## src/rtl/fifo_pkg.sv

```systemverilog
// fifo_pkg: shared types and constants for the async_fifo read-side stream.
//   occ_e          skid buffer occupancy state (S_EMPTY / S_ONE / S_TWO)
//   FIFO_RD_CNT_W  width of the optional delivered-word counter
//   occ_num()      occupancy state as a 2-bit word count
package fifo_pkg;

  typedef enum logic [1:0] {
    S_EMPTY = 2'd0,
    S_ONE   = 2'd1,
    S_TWO   = 2'd2
  } occ_e;

  localparam int FIFO_RD_CNT_W = 32;

  function automatic logic [1:0] occ_num(input occ_e s);
    return logic'(s[1]) ? 2'd2 : (logic'(s[0]) ? 2'd1 : 2'd0);
  endfunction

endpackage

```

## src/rtl/fifo_rd_stream_if.sv

```systemverilog
// fifo_rd_stream_if: FIFO read port plus valid/ready output stream.
//   empty, read_data  FIFO status and data (FIFO -> consumer)
//   rd_en             FIFO read request   (consumer -> FIFO)
//   flush             synchronous discard request
//   out_valid/out_data/out_ready  downstream stream handshake
// Modports: master = the consumer block, slave = its environment.
interface fifo_rd_stream_if #(
  parameter int WIDTH = 8
);
  logic             empty;
  logic [WIDTH-1:0] read_data;
  logic             rd_en;
  logic             flush;
  logic             out_valid;
  logic [WIDTH-1:0] out_data;
  logic             out_ready;

  modport master (
    input  empty, read_data, flush, out_ready,
    output rd_en, out_valid, out_data
  );

  modport slave (
    output empty, read_data, flush, out_ready,
    input  rd_en, out_valid, out_data
  );
endinterface

```

## src/rtl/fifo_rd_stream_skid_buf2.sv

```systemverilog
// skid_buf2: 2-entry in-order buffer.
//   clk, reset  clock, asynchronous active-low reset
//   push, din   write din at the tail on this edge
//   pop         drop the head entry on this edge
//   clear       empty the buffer (overrides push)
//   head        oldest entry
//   occ         occupancy state
module skid_buf2
  import fifo_pkg::*;
#(
  parameter int WIDTH = 8
) (
  input  logic             clk,
  input  logic             reset,
  input  logic             push,
  input  logic             pop,
  input  logic             clear,
  input  logic [WIDTH-1:0] din,
  output logic [WIDTH-1:0] head,
  output occ_e             occ
);

  occ_e             state_q, state_d;
  logic [WIDTH-1:0] ent0_q, ent0_d;
  logic [WIDTH-1:0] ent1_q, ent1_d;

  always_comb begin
    state_d = state_q;
    ent0_d  = ent0_q;
    ent1_d  = ent1_q;
    case (state_q)
      S_EMPTY: begin
        if (push) begin
          state_d = S_ONE;
          ent0_d  = din;
        end
      end
      S_ONE: begin
        if (push && pop) begin
          ent0_d = din;
        end else if (push) begin
          state_d = S_TWO;
          ent1_d  = din;
        end else if (pop) begin
          state_d = S_EMPTY;
        end
      end
      S_TWO: begin
        // Push without pop is never issued in S_TWO: the read gate upstream
        // stops requesting once buffered plus in-flight words reach two.
        if (pop) begin
          ent0_d = ent1_q;
          if (push) begin
            ent1_d = din;
          end else begin
            state_d = S_ONE;
          end
        end
      end
      default: state_d = S_EMPTY;
    endcase
    if (clear) begin
      state_d = S_EMPTY;
    end
  end

  always_ff @(posedge clk or negedge reset) begin
    if (!reset) begin
      state_q <= S_EMPTY;
      ent0_q  <= '0;
      ent1_q  <= '0;
    end else begin
      state_q <= state_d;
      ent0_q  <= ent0_d;
      ent1_q  <= ent1_d;
    end
  end

  assign head = ent0_q;
  assign occ  = state_q;

endmodule

```

## src/rtl/fifo_rd_stream.sv

```systemverilog
// fifo_rd_stream: read-side consumer for async_fifo, rd_clk domain.
// Issues rd_en, captures read_data one cycle after each accepted read, and
// presents the words oldest-first on a valid/ready stream through a 2-entry
// skid buffer.
//   rd_clk     FIFO read clock
//   reset      asynchronous active-low reset
//   bus        fifo_rd_stream_if.master (FIFO port + output stream + flush)
//   out_count  32-bit count of delivered words (only with FIFO_RD_CNT_EN)
// Build option: define FIFO_RD_CNT_EN to add the out_count port and counter.
module fifo_rd_stream
  import fifo_pkg::*;
#(
  parameter int WIDTH = 8
) (
  input  logic                     rd_clk,
  input  logic                     reset,
  fifo_rd_stream_if.master         bus
`ifdef FIFO_RD_CNT_EN
  ,
  output logic [FIFO_RD_CNT_W-1:0] out_count
`endif
);

  occ_e             occ;
  logic [WIDTH-1:0] head;
  logic             inflight_q, inflight_d;
  logic             fire;
  logic [1:0]       fill;
  logic             rd_en_c;

  assign fire = (occ != S_EMPTY) && bus.out_ready;
  assign fill = occ_num(occ) + {1'b0, inflight_q};

  // Read only when the word can land: room for it once in-flight words are
  // counted, or a slot is freed by this cycle's fire. reset gates the output
  // so nothing is requested while the FIFO is being reset alongside.
  always_comb begin
    rd_en_c    = reset && !bus.empty && !bus.flush && ((fill < 2'd2) || fire);
    inflight_d = rd_en_c;
  end

  always_ff @(posedge rd_clk or negedge reset) begin
    if (!reset) begin
      inflight_q <= 1'b0;
    end else begin
      inflight_q <= inflight_d;
    end
  end

  skid_buf2 #(
    .WIDTH (WIDTH)
  ) u_skid (
    .clk   (rd_clk),
    .reset (reset),
    .push  (inflight_q),
    .pop   (fire),
    .clear (bus.flush),
    .din   (bus.read_data),
    .head  (head),
    .occ   (occ)
  );

  assign bus.rd_en     = rd_en_c;
  assign bus.out_valid = (occ != S_EMPTY);
  assign bus.out_data  = head;

`ifdef FIFO_RD_CNT_EN
  logic [FIFO_RD_CNT_W-1:0] count_q, count_d;

  // Fires in a flush cycle still count; only reset clears the counter.
  always_comb begin
    count_d = count_q + FIFO_RD_CNT_W'(fire);
  end

  always_ff @(posedge rd_clk or negedge reset) begin
    if (!reset) begin
      count_q <= '0;
    end else begin
      count_q <= count_d;
    end
  end

  assign out_count = count_q;
`endif

endmodule

```

## src/flat_wrapper.sv

```systemverilog
// flat-port wrapper written by rule: the top's interface ports become plain ports
module fifo_rd_stream_flat import fifo_pkg::*;
#(
  parameter int WIDTH = 8
)
  (rd_clk, reset, bus_empty, bus_read_data, bus_flush, bus_out_ready, bus_rd_en, bus_out_valid, bus_out_data);
  fifo_rd_stream_if #(.WIDTH(WIDTH)) bus_i ();
  input  logic rd_clk;
  input  logic reset;
  input wire logic [$bits(bus_i.empty)-1:0] bus_empty;
  input wire logic [$bits(bus_i.read_data)-1:0] bus_read_data;
  input wire logic [$bits(bus_i.flush)-1:0] bus_flush;
  input wire logic [$bits(bus_i.out_ready)-1:0] bus_out_ready;
  output wire logic [$bits(bus_i.rd_en)-1:0] bus_rd_en;
  output wire logic [$bits(bus_i.out_valid)-1:0] bus_out_valid;
  output wire logic [$bits(bus_i.out_data)-1:0] bus_out_data;
  assign bus_i.empty = bus_empty;
  assign bus_i.read_data = bus_read_data;
  assign bus_i.flush = bus_flush;
  assign bus_i.out_ready = bus_out_ready;
  assign bus_rd_en = bus_i.rd_en;
  assign bus_out_valid = bus_i.out_valid;
  assign bus_out_data = bus_i.out_data;
  fifo_rd_stream #(.WIDTH(WIDTH)) u_core (.rd_clk(rd_clk), .reset(reset), .bus(bus_i));
endmodule
```

## config.mk

```make
export PLATFORM = sky130hd
export DESIGN_NAME = fifo_rd_stream_flat
export DESIGN_NICKNAME = d
export VERILOG_FILES = /design/src/rtl/fifo_pkg.sv /design/src/rtl/fifo_rd_stream_if.sv /design/src/rtl/fifo_rd_stream_skid_buf2.sv /design/src/rtl/fifo_rd_stream.sv /design/src/flat_wrapper.sv
export SDC_FILE = /design/constraint.sdc
export NUM_CORES = 1
export LEC_CHECK = 0
export BUFFER_PORTS_ARGS = -buffer_cell sky130_fd_sc_hd__buf_4
export CORE_AREA = 2 2 46 48
export CTS_CLUSTER_SIZE = 8
export DETAILED_ROUTE_END_ITERATION = 16
export DIE_AREA = 0 0 48 50
export GPL_TIMING_DRIVEN = 0
export HOLD_SLACK_MARGIN = 0.06
export PLACE_DENSITY = 0.72
export SYNTH_ARGS = -nofsm -noshare
export SYNTH_HDL_FRONTEND = slang
export SYNTH_SLANG_ARGS = --single-unit
```

## constraint.sdc

```tcl
create_clock -name rd_clk -period 2.3 [get_ports rd_clk]
set_input_delay 0.115 -clock rd_clk [delete_from_list [all_inputs] [get_ports rd_clk]]
set_output_delay 0.115 -clock rd_clk [all_outputs]
set_load 0.005 [all_outputs]
```

After elaboration in Yosys (flattened, before gate mapping)
Cells that the tools add are included.
- register bits after elaboration: 19
- bits of input ports: 13
- output and inout bits: 10
- word-level logic and storage cells: 50
- $add $sub $neg: 1
- order comparisons: 1
- eq/ne operators: 11
- mux-type cells: 18
- reductions and logical operators: 15
- operator list (cell ; count):
    8-bit two-way mux ; 6
    8-bit case mux with 3 select lines ; 1
    2-bit two-way mux ; 8
    8-bit case mux with 2 select lines ; 1
    3-bit by 2-bit inequality test with 1-bit output (second input constant) ; 2
    3-bit inequality test (second input constant) ; 2
    2-bit case mux with 3 select lines ; 1
    1-bit logical AND ; 5
    5-bit AND reduction ; 1
    2-bit by 1-bit inequality test with 1-bit output (second input constant) ; 2
    2-bit inequality test (second input constant) ; 2
    4-bit by 2-bit inequality test with 1-bit output (second input constant) ; 1
    4-bit AND reduction ; 1
    2-bit nonzero test ; 2
    3-bit AND reduction ; 1
    3-bit nonzero test ; 1
    2-bit by 1-bit adder with 2-bit output ; 1
    2-bit by 1-bit equality test with 1-bit output (second input constant) ; 1
    2-bit equality test (second input constant) ; 1
    1-bit zero test ; 2
    2-bit zero test ; 1
    2-bit less-than comparator (second input constant) ; 1
    1-bit logical OR ; 1
    1-bit two-way mux ; 1

Depth between registers and ports, before layout
Gate-level depths: netlist (run 1).
- depth after elaboration: 7
- depth in mapped cells: 6
- depth with buffers taken out: 4

Modules after synthesis
Synthesis (run 1) repeated with hierarchy kept, for this count alone.
- cells, all modules: 64
- area, all modules: 947.2 sq um
- by module, submodules not included (module ; instances ; cells an instance ; area each (sq um) ; seq. area each (sq um)):
    skid_buf2 ; 1 ; 58 ; 885.8 ; 450.4
    fifo_rd_stream ; 1 ; 6 ; 61.3 ; 25.0

Worst setup path before layout (run 1)
OpenSTA, ideal clock, no wires.
- kind: register to register
- start: register u_core.u_skid.state_q[1], in the netlist u_core.u_skid.occ[1]
- end: register u_core.u_skid.ent1_q[0]
- setup time: 0.125 ns
- arrival time: 1.202 ns
- required time: 2.175 ns
- path slack: 0.973 ns
- stages on the path, launching flop included: 6
- path buffers: 1
- clock period less this slack: 1.327 ns
- cell sequence: dfrtp_1 buf_4 nand2_1 nor2_1 o21ai_4 mux2_2
- cells in the longest elaborated chain, start to end: 5
- elaborated cells between the ends (all ways): 10
- classes of those cells: eq/ne (4); mux (1); reduce/logical (5)
- ends and longest elaborated chain (item ; line ; source):
    start: declaration ; fifo_rd_stream_skid_buf2.sv:23 ; occ_e state_q, state_d;
    start signal: assignment ; fifo_rd_stream_skid_buf2.sv:73 ; state_q <= state_d;
    2-bit nonzero test ; fifo_rd_stream.sv:31 ; assign fire = (occ != S_EMPTY) && bus.out_ready;
    1-bit logical AND ; fifo_rd_stream.sv:31 ;
    1-bit logical AND ; fifo_rd_stream_skid_buf2.sv:39 ; if (push && pop) begin
    2-bit inequality test (no source line) ; n/a ;
    3-bit AND reduction (no source line) ; n/a ;
    end signal: assignment ; fifo_rd_stream_skid_buf2.sv:75 ; ent1_q <= ent1_d;
    end: declaration ; fifo_rd_stream_skid_buf2.sv:25 ; logic [WIDTH-1:0] ent1_q, ent1_d;
Several ways; a longest one is shown, not always the timed one.
A chain may end at the register's enable or synchronous reset.

Worst setup path in the final report (run 1)
- start: register u_core.inflight_q
- end: output port bus_rd_en
- cells in the longest elaborated chain, start to end: 4
- ends and longest elaborated chain (item ; line ; source):
    start: declaration ; fifo_rd_stream.sv:26 ; logic inflight_q, inflight_d;
    start signal: assignment ; fifo_rd_stream.sv:46 ; inflight_q <= inflight_d;
    2-bit by 1-bit adder with 2-bit output ; fifo_rd_stream.sv:32 ; assign fill = occ_num(occ) + {1'b0, inflight_q};
    2-bit less-than comparator ; fifo_rd_stream.sv:38 ; rd_en_c = reset && !bus.empty && !bus.flush && ((fill < 2'd2) || fire);
    1-bit logical OR ; fifo_rd_stream.sv:38 ;
    1-bit logical AND ; fifo_rd_stream.sv:38 ;
    end: declaration ; flat_wrapper.sv:14 ; output wire logic [$bits(bus_i.rd_en)-1:0] bus_rd_en;
No other way between the ends.

==> results of run 1 <==
[cell families (layout without fill, tap and decap cells)]
kind of cell	after synthesis	after routing	share of synthesized area (%)
compound gates	14	14	10.9
xor+xnor	1	1	0.979
buf+inv	4	40	3.50
flops	19	19	53.1
mux	17	17	20.1
simple gates	20	20	11.3
[cell type report]
class / instances / area (um^2)
multi-input combinational: 52 / 388
tap: 27 / 33.8
fill: 169 / 681
buffer: 4 / 31.3
clock inverter: 1 / 5.00
timing repair buffer: 32 / 265
clock buffer: 3 / 22.5
sequential: 19 / 475
[layer usage]
metal	global-route usage (%)	wire (um)
met1	21.3	725
met2	28.2	914
met3	2.20	56
met4	5.41	13
met5	0	0
[metrics by stage]
step / cell area [um^2] / power, mW / setup WS [ns]
floorplan: 895 / 0.476 / 0.973
global placement: 1090 / 0.557 / 0.867
detailed placement: 1090 / 0.563 / 0.841
CTS: 1220 / 0.743 / 0.618
global route: 1220 / 0.779 / 0.457
finish: 1220 / 0.735 / 0.631
[cell usage after synthesis, types with 2 or more instances]
master	count
dfrtp_1	19
nor2_1	13
a21oi_1	10
mux2i_1	9
mux2_2	8
buf_4	2
o21ai_4	2
[sequential cells by signal, indices dropped and copies added (netlist names)]
register	flops
u_core.u_skid.ent1_q	8
u_core.u_skid.occ	2
u_core.inflight_q	1
u_core.u_skid.head	8
[worst paths after layout]
kind,end,slack (ns),cells after the start
setup / recovery,bus_rd_en,0.63,5
hold / removal,u_core.u_skid.ent1_q[1],0.06,2
setup reg to reg,u_core.u_skid.ent1_q[0],0.83,4
hold reg to reg,u_core.u_skid.ent1_q[4],0.51,1
max in group asynchronous,u_core.u_skid.head[5],1.87,2
min in group asynchronous,u_core.u_skid.head[2],0.23,2
[power groups by stage]
stage	Sequential [mW]	Combinational, mW	Clock (mW)
6_report	0.407	0.160	0.168
4_1_cts	0.407	0.163	0.173
5_1_grt	0.413	0.181	0.185
2_1_floorplan	0.414	0.0619	0
3_5_place_dp	0.414	0.149	0
3_3_place_gp	0.412	0.145	0
[cells in the final DEF (no fill, tap or decap), types with 2 or more instances in the layout]
| cell | n |
|---|---|
| clkbuf_4 | 3 |
| nor2_1 | 13 |
| dfrtp_1 | 19 |
| mux2_2 | 8 |
| a21oi_1 | 10 |
| mux2i_1 | 9 |
| o21ai_4 | 2 |
| dlygate4sd3_1 | 10 |
| buf_4 | 24 |
==> reports/metrics.cfg, run 1 <==
[run_status]
run_status = complete, no violations

[sta]
whs_ns = 0.0627
worst_slew_pin_slew_ns = 0.361
maxSlewViolCount = 0
fmax_ghz = 0.599
setup_viol = 0
period_needed_ns = 1.67
post-route-period-util_pct = 72.5
fin_worst_skew_ns = 0.000794
slew_headroom_pct = 75.6
rsz0062_at_grt = no
setup-tns-final_ns = 0
hold_viol = 0

[place]
dp_cells = 124
io_buffers = 22
gp_congestion = 0.830
dpl.hpwl_um = 1160

[route]
initialDrtViolationCount = 10
via_per_inst = 4.99
finalWirelength_um = 1710
wire_per_inst_um = 12.4
ant_nets = 0
vias = 689
first_pass_iters = 4
drc = 0

[clocking]
clk_path_buf_depth = 2
clk_root_buffer_cell = clkbuf_4
clk_pin_slew_ns = 0.11
ctsHoldBuffers = 10
post-cts-setup-buffer-count = 0
clock_sinks = 19
clock_latency_ns = 0.29
cts.repair.resized = 0
cts_tree = yes
numCtsBuffers = 3
htreeDepth = 1

[global_route]
track_usage_pct = 16.8
grt_pass1_wl_um = 2870
grt_pass1_vias = 657
antenna_found_initial = 0
grt_start_max_net_pins = 21
grt_overflow_total = 0

[cells_and_area]
antenna_cells = 0
finish.utilization_pct = 64.2
final_cells = 138
nets = 125
drive_gt1_share_pct = 38.7
area_growth_syn_to_layout_pct = 36.5

[setup_path]
cp-start-kind = flip-flop
max_stage_delay_ns = 0.38
crit_chain = buf_2, a21oi_1, nor2_1, nor4b_1, buf_4
cp_top_family = flip-flops
path_class = flip-flop to primary output
required_ns = 2.18
end_kind = primary output
r2r-start = u_core.u_skid.occ[0]
crit_buf_inv = 2
cp_slowest_cell = dfrtp_1
startpoint = u_core.inflight_q
path_max_fanout = 7
cp.arrival_ns = 1.55

[yosys]
ys_async_sr_fraction_pct = 100
syn-cell-area_um2 = 895
yosys_most_used_dff = dfrtp_1
synthCells = 75
synth_fp_nets = 88
post-synth-top-area-fraction_pct = 53.1
ys_ff_latch = 19
synth_seq_area_share_pct = 53.1
synth_edf_count = 0
yosys_warnings = 0
yosysTopAreaCell = dfrtp_1
synth.avg_cell_area_um2 = 11.9
synthDistinctLibCells = 19
synth_area_leaders = dfrtp_1 53%, mux2i_1 10%, mux2_2 10%

[power_and_ir_drop]
p_per_area_nw_per_um2 = 602
pwr-share-seq_pct = 55.4
p_leak_nw = 0.621
power.internal_mw = 0.545
peakVddDrop_mv = 0.425
swShare_pct = 25.8
p_comb_share_pct = 21.7
p_clk_share_pct = 22.9
p_sw_mw = 0.190

[floorplan]
die_y_um = 50
dieArea_um2 = 2400
die_w_um = 48
fp.coreArea_um2 = 1900
ioPinCount = 23
row_count = 16
initial_utilization_pct = 47.0

[min_path]
hold_start = bus_read_data[1]
hold_class = primary input to flip-flop

[run]
drv_cap = 0

No activity file was read; power rests on OpenSTA's default activity.
==> run 2, diff against run 1 <==
- ABC_AREA: not set -> 1
- CORE_AREA: 2 2 46 48 -> 2 2 47 49
- DIE_AREA: 0 0 48 50 -> 0 0 49 51
- PLACE_DENSITY: 0.72 -> 0.73
- clock period: 2.3 -> 1.67 ns (I/O delays scaled with it)
==> reports/metrics.cfg, run 2 <==
[global_route]
grt_pass1_wl_um = 3750  ; +31%
grt_overflow_total = 0  ; unchanged
grt_start_max_net_pins = 21  ; unchanged
grt_util_met3_pct = 1.75  ; -0.44 points
track_usage_pct = 19.2  ; +2.4 points
busiest_layer = met2
grt_util_met1_pct = 24.9  ; +3.6 points
grt_use_met2_pct = 33.6  ; +5.3 points
antenna_found_initial = 0  ; unchanged
grt_pass1_vias = 869  ; +32%

[power_and_ir_drop]
p_leak_nw = 0.692  ; +11%
pwr-share-seq_pct = 52.5  ; -2.9 points
swShare_pct = 29.7  ; +3.9 points
p_sw_mw = 0.358  ; +89%
peakVddDrop_mv = 0.624  ; +47%
p_clk_share_pct = 18.4  ; -4.5 points
p_comb_share_pct = 29.0  ; +7.3 points
power.internal_mw = 0.847  ; +55%
p_per_area_nw_per_um2 = 930  ; +55%
total_power_mw = 1.20  ; +64%

[yosys]
yosys_most_used_dff = dfrtp_1
post-synth-top-count-cell = nand2_1
ys_ff_latch = 19  ; unchanged
synth_commonest_cells = 63 x nand2_1, 19 x dfrtp_1, 18 x nand3_1, 4 x a21oi_1
yosysTopAreaCell = dfrtp_1
post-synth-top-area-fraction_pct = 49.6  ; -3.5 points
yosys_warnings = 0  ; unchanged
ys_async_sr_fraction_pct = 100  ; unchanged
syn-cell-area_um2 = 958  ; +7.1%
synthCells = 124  ; +65%
synth_fp_nets = 137  ; +56%
synth_edf_count = 0  ; unchanged
synthDistinctLibCells = 16  ; -3
synth.avg_cell_area_um2 = 7.73  ; -35%
synth_seq_area_share_pct = 49.6  ; -3.5 points
synth_area_leaders = dfrtp_1 50%, nand2_1 25%, nand3_1 9.4%

[cells_and_area]
antenna_cells = 0  ; unchanged
finish.utilization_pct = 62.8  ; -1.4 points
final_common_cell = nand2_1
drive_gt1_share_pct = 22.4  ; -16 points
layout_common_cells = 63 x nand2_1, 23 x buf_4, 19 x dfrtp_1, 18 x nand3_1, 11 x dlygate4sd3_1
multi_input_area_um2 = 453  ; +17%
n_fill_cell = 198  ; +17%
final_cells = 189  ; +37%
seqCellArea_um2 = 475  ; unchanged
nets = 175  ; +40%
area_growth_syn_to_layout_pct = 35.1

[setup_path]
cp.arrival_ns = 1.35  ; -0.20 ns
required_ns = 1.59  ; -0.59 ns
path_class = flip-flop to primary output
path_max_fanout = 5  ; -2
end_kind = primary output
cp-start-kind = flip-flop

[sta]
period_needed_ns = 1.43
fmax_ghz = 0.698
setup_viol = 0  ; unchanged
fin_worst_skew_ns = 0.00171  ; +0.000912 ns
slew_headroom_pct = 79.4  ; +3.8 points
rsz0062_at_grt = no
post-route-period-util_pct = 85.8
worst_slew_pin_slew_ns = 0.308  ; -0.0529 ns
maxSlewViolCount = 0  ; unchanged
hold_viol = 0  ; unchanged
setup-tns-final_ns = 0  ; unchanged

[floorplan]
initial_utilization_pct = 46.5  ; -0.59 points
dieArea_um2 = 2500  ; +4.1%
row_count = 17  ; +1
die_y_um = 51  ; +2.0%
die_w_um = 49  ; +2.1%
fp.coreArea_um2 = 2060  ; +8.5%
ioPinCount = 23  ; unchanged

[run]
drv_cap = 0  ; unchanged

[place]
io_buffers = 22  ; unchanged
dpl.hpwl_um = 1420  ; +23%
gp_congestion = 0.786  ; -5.4%
dp_cells = 174  ; +40%

[clocking]
htreeDepth = 1  ; unchanged
cts.repair.resized = 0  ; unchanged
clk_pin_slew_ns = 0.10  ; about the same
numCtsBuffers = 3  ; unchanged
clock_latency_ns = 0.28  ; about the same
ctsHoldBuffers = 11  ; +1
clk_root_buffer_cell = clkbuf_4
clk_path_buf_depth = 2  ; unchanged
cts_tree = yes
clock_sinks = 19  ; unchanged
post-cts-setup-buffer-count = 0  ; unchanged

[route]
wire_per_inst_um = 10.9  ; -12%
initialDrtViolationCount = 21  ; +11
vias = 915  ; +33%
via_per_inst = 4.84  ; -3.0%
first_pass_iters = 4  ; unchanged
drc = 0  ; unchanged
ant_nets = 0  ; unchanged
finalWirelength_um = 2060  ; +21%

[min_path]
hold_class = primary input to flip-flop

[run_status]
run_status = complete, no violations

[run 2: cell count changes after synthesis, moves of 3 or more]
cell     change
inv_2        +3
a21oi_1      -6
nand2_4      +3
nand2_1     +62
nand3_1     +18
nor2_1      -11
mux2_2       -8
mux2i_1      -9
[run 2: critical path, stage by stage (launching register included)]
cell and delay, ns:
dfrtp_1 0.42, clkinv_1 0.19, o21ai_0 0.20, a21oi_1 0.11, buf_4 0.14
[run 2: final cells by class]
cell class / instances / area share (%)
plain buffers: 1 / 0.580
clock buffers: 4 / 2.03
inverters: 6 / 1.74
repair buffers: 33 / 21.3
well taps: 28 / 2.71
multi-input cells: 98 / 35.0
flip-flops and latches: 19 / 36.7
[run 2: worst paths after layout]
path	startpoint	to	slack [ns]	depth (start not counted)
worst max-delay path	u_core.inflight_q	bus_rd_en	0.24	4
worst min-delay path	bus_out_ready	u_core.u_skid.occ[1]	0.14	4
worst max register to register	u_core.u_skid.occ[0]	u_core.u_skid.ent1_q[1]	0.28	7
worst min register to register	u_core.u_skid.ent1_q[7]	u_core.u_skid.ent1_q[7]	0.48	2
max in group asynchronous	reset	u_core.inflight_q	1.27	2
min in group asynchronous	reset	u_core.u_skid.head[4]	0.20	2
[run 2: cells by family (layout without fill, tap and decap cells)]
family	after synthesis	after routing	synth area share, %
and+or+nand+nor	92	92	43.0
DFF	19	19	49.6
buffers and inverters	7	44	3.13
AOI/OAI and AO/OA	6	6	4.31
[run 2: per-stage QoR]
step,hold WS (ns),cell area [um^2],setup slack [ns]
after floorplan,-0.212,958,0.473
after global placement,-0.0309,1160,0.323
after detailed placement,-0.0278,1160,0.281
after CTS,0.106,1290,0.244
after global routing,0.141,1290,0.151
final,0.141,1290,0.237
[run 2: per-layer routing]
layer | up-vias | wire (um)
met1 | 412 | 903
met2 | 24 | 1070
met3 | 2 | 72
li1 | 477 | -
met5 | - | 0
met4 | 0 | 14
[run 2: power groups by stage]
stage / combinational [mW] / clock, mW / sequential, mW
2_1_floorplan: 0.160 / 0 / 0.640
3_3_place_gp: 0.325 / 0 / 0.635
3_5_place_dp: 0.332 / 0 / 0.643
4_1_cts: 0.353 / 0.235 / 0.634
5_1_grt: 0.403 / 0.252 / 0.647
6_report: 0.350 / 0.222 / 0.633
==> run 3, diff against run 2 <==
- RECOVER_POWER: not set -> 100
==> reports/metrics.cfg, run 3 (synthesized netlist as in run 2, its figures left out) <==
[cells_and_area]
layout_common_cells = 64 x nand2_1, 19 x dfrtp_1, 18 x nand3_1, 14 x buf_4, 12 x clkbuf_4
final_common_cell = nand2_1
finish.utilization_pct = 62.4  ; -0.36 points
multi_input_area_um2 = 445  ; -1.7%
seqCellArea_um2 = 475  ; unchanged
antenna_cells = 0  ; unchanged
n_fill_cell = 200  ; +1.0%
nets = 175  ; unchanged
drive_gt1_share_pct = 21.1  ; -1.2 points
area_growth_syn_to_layout_pct = 34.3
final_cells = 189  ; unchanged

[floorplan]
fp.coreArea_um2 = 2060  ; unchanged
ioPinCount = 23  ; unchanged
die_y_um = 51  ; unchanged
die_w_um = 49  ; unchanged
initial_utilization_pct = 46.5  ; unchanged
dieArea_um2 = 2500  ; unchanged
row_count = 17  ; unchanged

[setup_path]
r2r-end = u_core.u_skid.ent1_q[0]
reg2reg_slack_ns = 0.22  ; -0.06 ns
endpoint = bus_rd_en
cp-start-kind = flip-flop
path_max_fanout = 5  ; unchanged
r2r-start = u_core.u_skid.occ[0]
startpoint = u_core.u_skid.occ[1]
path_class = flip-flop to primary output
end_kind = primary output
r2r_cells = 7  ; unchanged
required_ns = 1.59  ; about the same
cp.arrival_ns = 1.39  ; +0.04 ns

[global_route]
grt_use_met2_pct = 33.6  ; unchanged
grt_overflow_total = 0  ; unchanged
grt_pass1_vias = 869  ; unchanged
grt_pass1_wl_um = 3750  ; unchanged
grt_start_max_net_pins = 21  ; unchanged
track_usage_pct = 19.2  ; unchanged
antenna_found_initial = 0  ; unchanged
grt_util_met3_pct = 1.75  ; unchanged
busiest_layer = met2
grt_util_met1_pct = 24.9  ; unchanged

[min_path]
hold_class = primary input to flip-flop
hold_start = bus_out_ready

[route]
finalWirelength_um = 2060  ; -0.15%
initialDrtViolationCount = 31  ; +48%
first_pass_iters = 4  ; unchanged
via_per_inst = 4.83  ; -0.22%
wire_per_inst_um = 10.9  ; -0.15%
ant_nets = 0  ; unchanged
drc = 0  ; unchanged
vias = 913  ; -0.22%

[sta]
rsz0062_at_grt = no
worst_slew_pin_slew_ns = 0.320  ; +0.0115 ns
fin_worst_skew_ns = 0.000896  ; -0.000809 ns
setup_viol = 0  ; unchanged
period_needed_ns = 1.47  ; +0.0393 ns
post-route-period-util_pct = 88.2  ; +2.4 points
fmax_ghz = 0.679  ; -2.7%
hold_viol = 0  ; unchanged
slew_headroom_pct = 78.6  ; -0.74 points
setup-tns-final_ns = 0  ; unchanged
whs_ns = 0.139  ; -0.00206 ns
maxSlewViolCount = 0  ; unchanged

[clocking]
clock_latency_ns = 0.28  ; about the same
htreeDepth = 1  ; unchanged
numCtsBuffers = 3  ; unchanged
clk_path_buf_depth = 2  ; unchanged
post-cts-setup-buffer-count = 0  ; unchanged
clk_pin_slew_ns = 0.10  ; about the same
cts_tree = yes
cts.repair.resized = 0  ; unchanged
clock_sinks = 19  ; unchanged
clk_root_buffer_cell = clkbuf_4

[power_and_ir_drop]
peakVddDrop_mv = 0.624  ; -0.12%
p_leak_nw = 0.685  ; -0.93%
p_per_area_nw_per_um2 = 929  ; -0.10%
total_power_mw = 1.20  ; -0.68%

[place]
dpl.hpwl_um = 1420  ; unchanged
gp_congestion = 0.786  ; unchanged
dp_cells = 174  ; unchanged
io_buffers = 22  ; unchanged

[run_status]
run_status = complete, no violations

[run]
drv_cap = 0  ; unchanged

run 3: power breakdown:
group	switching (mW)	leakage (nW)	total (mW)	internal, mW
registers	0.0591	0.238	0.632	0.573
logic	0.168	0.432	0.342	0.175
clock network	0.130	0.0150	0.222	0.0927
run 3: final cells by class:
class                      instances  share of cell area [%]
tap                               28                    2.72
inverter                           6                    1.75
sequential                        19                    36.9
buffer                             1                   0.583
multi-input combinational         98                    34.6
clock buffer                       4                    2.04
timing repair buffer              33                    21.4
run 3: metrics by stage:
stage	worst slack [ns]	instance area (um^2)
2_1_floorplan	0.473	958
3_3_place_gp	0.323	1160
3_5_place_dp	0.281	1160
4_1_cts	0.244	1290
5_1_grt	0.0979	1290
6_report	0.198	1290
run 3: critical path: stages (launching register included):
cell,delay [ns]
dfrtp_1,0.45
inv_1,0.19
o21ai_0,0.12
a21oi_1,0.18
clkbuf_4,0.16
run 3: worst min-delay path by stage:
stage,cells after the start,endpoint
3_5_place_dp,1,u_core.u_skid.head[4]
4_1_cts,4,u_core.u_skid.occ[1]
5_1_grt,4,u_core.u_skid.occ[1]
2_1_floorplan,0,u_core.inflight_q
6_report,4,u_core.u_skid.occ[1]
3_3_place_gp,1,u_core.u_skid.head[4]
run 3: repair_timing:
action / 4_1_cts / 5_1_grt
hold buffers: 11 / 0
endpoints found under the setup margin: 0 / 0
endpoints found under the hold margin: 30 / 0
run 3: routing by layer:
| metal | up-vias | part of all wire, % |
|---|---|---|
| li1 | 474 | - |
| met1 | 418 | 46 |
| met2 | 19 | 51 |
| met3 | 2 | 2.3 |
| met4 | 0 | 0.58 |
| met5 | - | 0 |
